===== src/rtl/grey_1000_display.sv =====
// Three-digit Johnson-code decade display driver.
// Resynchronises the ripple-clocked digit codes, filters inter-digit skew,
// decodes each digit and scans a common-bus seven-segment display.
module grey_1000_display #(
    parameter int unsigned SCAN_DIV = 1024,
    parameter bit          BLANK_LZ = 1'b1
) (
    input  logic       i_clk,
    input  logic       i_rst,
    input  logic [4:0] i_100,
    input  logic [4:0] i_010,
    input  logic [4:0] i_001,
    output logic [6:0] o_seg,
    output logic [2:0] o_dig,
    output logic       o_err
);

    localparam int unsigned CNT_W = (SCAN_DIV > 1) ? $clog2(SCAN_DIV) : 1;

    typedef enum logic [1:0] {
        DIG_U = 2'd0,
        DIG_T = 2'd1,
        DIG_H = 2'd2
    } dig_t;

    logic [14:0]      r_s1, r_s2, r_s3, r_hold;
    logic [CNT_W-1:0] r_cnt, w_cnt_nxt;
    dig_t             r_idx, w_idx_nxt;
    logic [6:0]       r_seg, w_seg_cur;
    logic [2:0]       r_dig, w_dig_cur;
    logic             r_err;
    logic [4:0]       w_h, w_t, w_u;
    logic             w_blank_h, w_blank_t, w_err;

    // {invalid, value}: only the ten Johnson codes are legal
    function automatic logic [4:0] f_dec(input logic [4:0] c);
        case (c)
            5'b00000: f_dec = 5'd0;
            5'b00001: f_dec = 5'd1;
            5'b00011: f_dec = 5'd2;
            5'b00111: f_dec = 5'd3;
            5'b01111: f_dec = 5'd4;
            5'b11111: f_dec = 5'd5;
            5'b11110: f_dec = 5'd6;
            5'b11100: f_dec = 5'd7;
            5'b11000: f_dec = 5'd8;
            5'b10000: f_dec = 5'd9;
            default:  f_dec = 5'b1_0000;
        endcase
    endfunction

    // Segment pattern {g,f,e,d,c,b,a}; invalid shows 'E'
    function automatic logic [6:0] f_seg(input logic [4:0] d);
        if (d[4]) begin
            f_seg = 7'h79;
        end else begin
            case (d[3:0])
                4'd0:    f_seg = 7'h3F;
                4'd1:    f_seg = 7'h06;
                4'd2:    f_seg = 7'h5B;
                4'd3:    f_seg = 7'h4F;
                4'd4:    f_seg = 7'h66;
                4'd5:    f_seg = 7'h6D;
                4'd6:    f_seg = 7'h7D;
                4'd7:    f_seg = 7'h07;
                4'd8:    f_seg = 7'h7F;
                default: f_seg = 7'h6F;
            endcase
        end
    endfunction

    // Two-flop synchroniser plus compare copy; hold only accepts a word seen
    // identically on two consecutive cycles, so one-cycle ripple never lands
    always_ff @(posedge i_clk or negedge i_rst) begin
        if (!i_rst) begin
            r_s1   <= '0;
            r_s2   <= '0;
            r_s3   <= '0;
            r_hold <= '0;
        end else begin
            r_s1 <= {i_100, i_010, i_001};
            r_s2 <= r_s1;
            r_s3 <= r_s2;
            if (r_s2 == r_s3) begin
                r_hold <= r_s2;
            end
        end
    end

    // Decode held digits and work out leading-zero blanking
    always_comb begin
        w_h       = f_dec(r_hold[14:10]);
        w_t       = f_dec(r_hold[9:5]);
        w_u       = f_dec(r_hold[4:0]);
        w_blank_h = BLANK_LZ && !w_h[4] && (w_h[3:0] == 4'd0);
        w_blank_t = w_blank_h && !w_t[4] && (w_t[3:0] == 4'd0);
        w_err     = w_h[4] | w_t[4] | w_u[4];
    end

    // Scan state register: dwell counter and selected digit
    always_ff @(posedge i_clk or negedge i_rst) begin
        if (!i_rst) begin
            r_cnt <= '0;
            r_idx <= DIG_U;
        end else begin
            r_cnt <= w_cnt_nxt;
            r_idx <= w_idx_nxt;
        end
    end

    // Next scan state and the enable/pattern for the currently selected digit
    always_comb begin
        w_cnt_nxt = r_cnt + 1'b1;
        w_idx_nxt = r_idx;
        w_dig_cur = 3'b001;
        w_seg_cur = f_seg(w_u);
        if (r_cnt == CNT_W'(SCAN_DIV - 1)) begin
            w_cnt_nxt = '0;
            case (r_idx)
                DIG_U:   w_idx_nxt = DIG_T;
                DIG_T:   w_idx_nxt = DIG_H;
                default: w_idx_nxt = DIG_U;
            endcase
        end
        case (r_idx)
            DIG_T: begin
                w_dig_cur = 3'b010;
                w_seg_cur = w_blank_t ? 7'h00 : f_seg(w_t);
            end
            DIG_H: begin
                w_dig_cur = 3'b100;
                w_seg_cur = w_blank_h ? 7'h00 : f_seg(w_h);
            end
            default: ;
        endcase
    end

    // Output registers; digit enable and segments taken from the same index
    always_ff @(posedge i_clk or negedge i_rst) begin
        if (!i_rst) begin
            r_seg <= '0;
            r_dig <= '0;
            r_err <= 1'b0;
        end else begin
            r_seg <= w_seg_cur;
            r_dig <= w_dig_cur;
            r_err <= w_err;
        end
    end

    assign o_seg = r_seg;
    assign o_dig = r_dig;
    assign o_err = r_err;

endmodule


===== config.mk =====
export PLATFORM = sky130hd
export DESIGN_NAME = grey_1000_display
export DESIGN_NICKNAME = d
export VERILOG_FILES = /design/src/rtl/grey_1000_display.sv
export SDC_FILE = /design/constraint.sdc
export NUM_CORES = 1
export LEC_CHECK = 0
export ABC_AREA = 1
export BUFFER_PORTS_ARGS = -buffer_cell sky130_fd_sc_hd__buf_2
export CAP_MARGIN = 20
export CORE_MARGIN = 5
export CORE_UTILIZATION = 45
export CTS_CLUSTER_SIZE = 24
export DETAILED_ROUTE_END_ITERATION = 8
export GPL_ROUTABILITY_DRIVEN = 1
export GPL_TIMING_DRIVEN = 0
export SETUP_SLACK_MARGIN = 0.2
export SYNTH_ARGS = -nofsm -noshare
export SYNTH_HDL_FRONTEND = slang
export SYNTH_SLANG_ARGS = --single-unit

===== constraint.sdc =====
create_clock -name i_clk -period 2.4 [get_ports i_clk]
set_input_delay 0.48 -clock i_clk [delete_from_list [all_inputs] [get_ports i_clk]]
set_output_delay 0.48 -clock i_clk [all_outputs]
set_load 0.01 [all_outputs]

==> results of run 1 <==
==> cells in the mapped netlist (8+ instances only) <==
cell type,instances,share of area
a21oi_1,25,0.030
nand2_1,79,0.070
nand3_1,41,0.049
dfrtp_1,83,0.49
o21ai_1,8,0.0095
xnor2_1,15,0.031
inv_2,12,0.011
o21ai_0,10,0.012
nor2_1,53,0.047
inv_1,39,0.035
nand4_1,8,0.012
ha_1,40,0.12
==> final cells by class <==
class                   instances  area, um^2
clock buffers                  11         141
inverters                      53         209
plain buffers                   4        15.0
flip-flops and latches         83        2080
fillers                       829        4110
repair buffers                 50         330
multi-input cells             316        2090
well taps                     111         139
clock inverters                 5        85.1
==> critical path, stage by stage (launching register included) <==
cell and delay (ns):
dfrtp_1 0.41, inv_2 0.08, ha_1 0.31, o21ai_1 0.15
nand2_1 0.11, nand2_4 0.11, inv_4 0.06, ha_1 0.19
nand3b_1 0.15, nand3_1 0.08, nor2_1 0.05, nor2_1 0.12
nor2_1 0.07, a21oi_2 0.13
==> flip-flops by register name, summed over array words and instances (netlist names) <==
signal  count
r_hold     15
r_s1       15
r_s2       15
r_s3       15
r_cnt      10
o_seg       7
o_dig       3
r_idx       2
o_err       1
==> power by group through the flow <==
stage / sequential (mW) / combinational [mW] / clock, mW
2_1_floorplan: 1.49 / 0.0475 / 0
3_3_place_gp: 1.49 / 0.0965 / 0
3_5_place_dp: 1.49 / 0.104 / 0
4_1_cts: 1.46 / 0.105 / 1.17
5_1_grt: 1.47 / 0.124 / 1.23
6_report: 1.46 / 0.108 / 1.12
==> cells by family (layout without fill, tap and decap cells) <==
family                     Yosys count  in the layout  synth area share
and+or+nand+nor                    207            207             0.236
buffers and inverters               57            123            0.0507
adders and majority gates           40             40             0.119
DFF                                 83             83             0.493
AOI/OAI and AO/OA                   50             50            0.0626
xor gates and xnor gates            19             19            0.0395
==> routing by layer <==
layer,wire length (um),up-vias,track usage
met5,0,-,0
met4,119,0,0.0438
met3,300,10,0.0409
met2,3500,42,0.224
met1,3600,1421,0.174
li1,-,1589,-
==> repair_timing <==
action	CTS	global route
resized for setup	9	39
pin swaps	0	15
hold endpoints to repair	0	0
setup buffers	3	19
setup endpoints to repair	7	7
==> path summary, 6_finish.rpt <==
path | from | end | slack (ns) | cells past startpoint
worst min-delay path | i_rst | o_err$_DFF_PN0_ | 0.02 | 1
worst max register to register | r_hold[10]$_DFFE_PN0N_ | o_seg[0]$_DFF_PN0_ | 0.32 | 13
worst min register to register | r_s1[8]$_DFF_PN0_ | r_s2[8]$_DFF_PN0_ | 0.35 | 0
min in group i_clk | i_100[1] | r_s1[11]$_DFF_PN0_ | 0.23 | 1
max in group asynchronous | i_rst | r_hold[5]$_DFFE_PN0N_ | 1.78 | 2
worst max-delay path | r_hold[10]$_DFFE_PN0N_ | o_seg[0]$_DFF_PN0_ | 0.32 | 13
==> impl_metrics.ini, run 1 <==
[outcome]
status = complete, no violations

[timing]
setup_slack_ns = 0.321
setup-tns-final_ns = 0
min_period_over_period = 0.866
hold-worst-slack_ns = 0.0210
relSlewSlack = 0.707
final-setup-viol-count = 0
rsz0062_at_grt = false
fin_skew_ns = 0.00657
slew_viol_final = 0
period_needed_ns = 2.08
hold_violations = 0
tightest_slew_ns = 0.439
max_freq_mhz = 481

[layout]
drive_above_1_share = 0.247
nNetsFinal = 574
antennaDiodeCount = 0
area_growth_pct = 20.7
fin_area_mm2 = 0.00509
final_cell_mix = 81 x dfrtp_1, 75 x nand2_1, 50 x nor2_1
stdcell_count = 633
layout_commonest_cell = dfrtp_1
final_core_util = 0.553

[power]
power.internal_mw = 2.11
seq_power_share = 0.543
p_per_area_mw_per_mm2 = 529
combPwrFrac = 0.040
p_switching_mw = 0.586
totalPowerFinal_mw = 2.69
ir_drop_v = 0.000368
clockPowerShare = 0.417
p_sw_frac = 0.218
leakage_nw = 2.44

[cts]
path_clk_slew_ns = 0.08
cts.sinks = 83
h-tree-depth = 3
clock_path_buffers = 2
holdBufCountCts = 0
cts-root-buf = clkbuf_8
clk_latency_ns = 0.35
cts_buffers = 9
cts_tree = yes

[worst_hold_path]
hp-class = input pin to async pin

[grt]
grt_pass1_vias = 2873
grt_start_max_net_pins = 61
grt_pass1_wl_um = 12600
grtUsageTotal = 0.137
overflow = 0
antenna_found_initial = 0

[logic_synthesis]
synthCells = 456
ys_seq_elements = 83
synth_seq_area_share = 0.493
synth-edff-count = 0
ys.warnings.count = 0
synth-main-ff-cell = dfrtp_1
async_flop_share = 1.00
netlist_area_mm2 = 0.00422
syn_area_per_cell_um2 = 9.25
syn-num-nets = 513
synth_cell_types = 32

[job]
drv_cap = 0

[floorplan]
core_mm2 = 0.00920
pin_count = 28
dieArea_mm2 = 0.0114
die_y_um = 107
std_cell_rows = 35
start_util = 0.459
die_w_um = 107

[placement]
place_area_mm2 = 0.00452
port_buffers = 27
placed_cells = 595
dpl_worst_slack_ns = 0.0687
place_congestion = 0.856
dp_hpwl_um = 5240

[worst_setup_path]
worstPathArrival_ns = 2.36
setup.worst_path.end_class = flop
path_class = flop to flop
cp.required_ns = 2.69
crit_path_start_kind = flop
critical_path.max_fanout = 5

[detailed_routing]
drt-initial-drc-count = 111
post_drt_wl_per_cell_um = 11.9
vias = 3062
dr.pass1.iters = 4
drtAntennaViolNets = 0
route.detailed.drc = 0
vias_per_cell = 4.84
wl_um = 7510
Power figures use the tool's default switching activity.
==> inputs of run 2 (changes only) <==
--- a/config.mk
+++ b/config.mk
@@ -8,12 +8,15 @@
 export ABC_AREA = 1
 export BUFFER_PORTS_ARGS = -buffer_cell sky130_fd_sc_hd__buf_2
 export CAP_MARGIN = 20
+export CELL_PAD_IN_SITES_DETAIL_PLACEMENT = 1
+export CELL_PAD_IN_SITES_GLOBAL_PLACEMENT = 1
 export CORE_MARGIN = 5
 export CORE_UTILIZATION = 45
 export CTS_CLUSTER_SIZE = 24
 export DETAILED_ROUTE_END_ITERATION = 8
 export GPL_ROUTABILITY_DRIVEN = 1
 export GPL_TIMING_DRIVEN = 0
+export PLACE_DENSITY_LB_ADDON = 0.1
 export SETUP_SLACK_MARGIN = 0.2
 export SYNTH_ARGS = -nofsm -noshare
 export SYNTH_HDL_FRONTEND = slang
==> impl_metrics.ini, run 2 (synthesis gave the netlist of run 1 again) <==
[outcome]
status = complete, no violations

[timing]
hold_violations = 0
relSlewSlack = 0.660
slew_viol_final = 0
period_needed_ns = 2.10
fin_skew_ns = 0.00905
final-setup-viol-count = 0
tightest_slew_ns = 0.510
hold-worst-slack_ns = 0.0105
min_period_over_period = 0.877
setup_slack_ns = 0.295
rsz0062_at_grt = true
max_freq_mhz = 475
setup-tns-final_ns = 0

[detailed_routing]
post_drt_wl_per_cell_um = 14.8
dr.pass1.iters = 4
drtAntennaViolNets = 0
wl_um = 9450
drt-initial-drc-count = 94
vias = 3245
vias_per_cell = 5.09
route.detailed.drc = 0

[worst_setup_path]
worstPathArrival_ns = 2.34
path_class = flop to flop
crit_start = r_hold[10]$_DFFE_PN0N_
r2r_end = o_seg[3]$_DFF_PN0_
rr_worst_depth = 13
crit_buf_inv = 4
endpoint = o_seg[3]$_DFF_PN0_
rr_startpoint = r_hold[10]$_DFFE_PN0N_
r2r_slack_ns = 0.30
max_stage_delay_ns = 0.45
setup.worst_path.end_class = flop
cp.depth = 13
crit_family = simple AND/OR/NAND/NOR gates
crit_path_start_kind = flop
crit_chain = buf_6 > ha_1 > or2_1 > nand3_2 > nand2_4 > inv_4 > ha_4 > nand3_4 > inv_4 > nand4_4 > buf_4 > nand3_2 > a21oi_2
critical_path.max_fanout = 7
cp.required_ns = 2.63
slowest_stage = dfrtp_1

[layout]
fin_area_mm2 = 0.00512
drive_above_1_share = 0.279
antennaDiodeCount = 0
area_growth_pct = 21.4
stdcell_count = 637
final_core_util = 0.557
layout_commonest_cell = dfrtp_1
final_cell_mix = 81 x dfrtp_1, 71 x nand2_1, 46 x nor2_1
nNetsFinal = 578
fillers = 1057

[placement]
port_buffers = 27
place_congestion = 0.816
dp_hpwl_um = 6630
dpl_worst_slack_ns = -0.0318
place_area_mm2 = 0.00452
placed_cells = 595

[power]
leakage_nw = 2.44
totalPowerFinal_mw = 2.60
p_per_area_mw_per_mm2 = 507
ir_drop_v = 0.000313

[grt]
grtUsageTotal = 0.172
grt_pass1_vias = 3457
antenna_found_initial = 0
grt_pass1_wl_um = 16000
grt_start_max_net_pins = 65
overflow = 0

[floorplan]
core_mm2 = 0.00920
dieArea_mm2 = 0.0114
die_w_um = 107
start_util = 0.459
die_y_um = 107
std_cell_rows = 35
pin_count = 28

[cts]
holdBufCountCts = 0
path_clk_slew_ns = 0.09
h-tree-depth = 3
cts_tree = yes
clk_latency_ns = 0.35
cts.sinks = 83
cts_buffers = 9
clock_path_buffers = 2
cts-root-buf = clkbuf_8

[worst_hold_path]
hp-class = input pin to async pin

[job]
drv_cap = 0
[run 2: cell count changes in the layout (fill, tap and decap cells not counted), sizes merged]
cell / change
buf: +4
clkbuf: -2
clkinv: +2
bufinv: -1
inv: +1
[run 2: repair_timing]
item	CTS	global route
gates cloned	0	0
endpoints found under the setup margin	7	7
setup buffers	7	19
pin swaps	1	22
resized for setup	10	56
[run 2: where the power goes]
group / switching [mW] / internal [mW]
Sequential: 0.0239 / 1.44
Combinational: 0.0640 / 0.0503
Clock: 0.530 / 0.490
[run 2: cell type report]
class	instances	area [um^2]	share of cell area
clock buffer	9	124	0.0242
timing repair buffer	54	368	0.0718
tap	111	139	0.0271
multi-input combinational	316	2110	0.412
buffer	4	15.0	0.00293
clock inverter	7	76.3	0.0149
inverter	53	209	0.0408
sequential	83	2080	0.406
[run 2: per-layer routing]
layer  part of all wire  wire length [um]  up-vias  global-route usage
met5                  0                 0        -                   0
met4              0.012               112        0              0.0466
met3              0.026               246        9              0.0313
met2               0.52              4940       41               0.305
met1               0.44              4150     1598               0.214
li1                   -                 -     1597                   -
[run 2: worst register-to-register path, stage by stage, from the launching register on]
cell and delay, ns:
dfrtp_1 0.45, buf_6 0.16, ha_1 0.18, or2_1 0.21, nand3_2 0.09, nand2_4 0.08
inv_4 0.09, ha_4 0.15, nand3_4 0.09, inv_4 0.07, nand4_4 0.14, buf_4 0.18
nand3_2 0.06, a21oi_2 0.06
[run 2: how the worst min path moves through the flow]
stage                        from            endpoint  cells past startpoint
2_1_floorplan               i_rst  o_dig[0]$_DFF_PN0_                      0
3_3_place_gp   r_s1[12]$_DFF_PN0_  r_s2[12]$_DFF_PN0_                      0
3_5_place_dp   r_s1[11]$_DFF_PN0_  r_s2[11]$_DFF_PN0_                      0
4_1_cts                     i_rst  o_seg[0]$_DFF_PN0_                      1
5_1_grt                     i_rst  r_cnt[7]$_DFF_PN0_                      1
6_report                    i_rst  o_seg[4]$_DFF_PN0_                      1
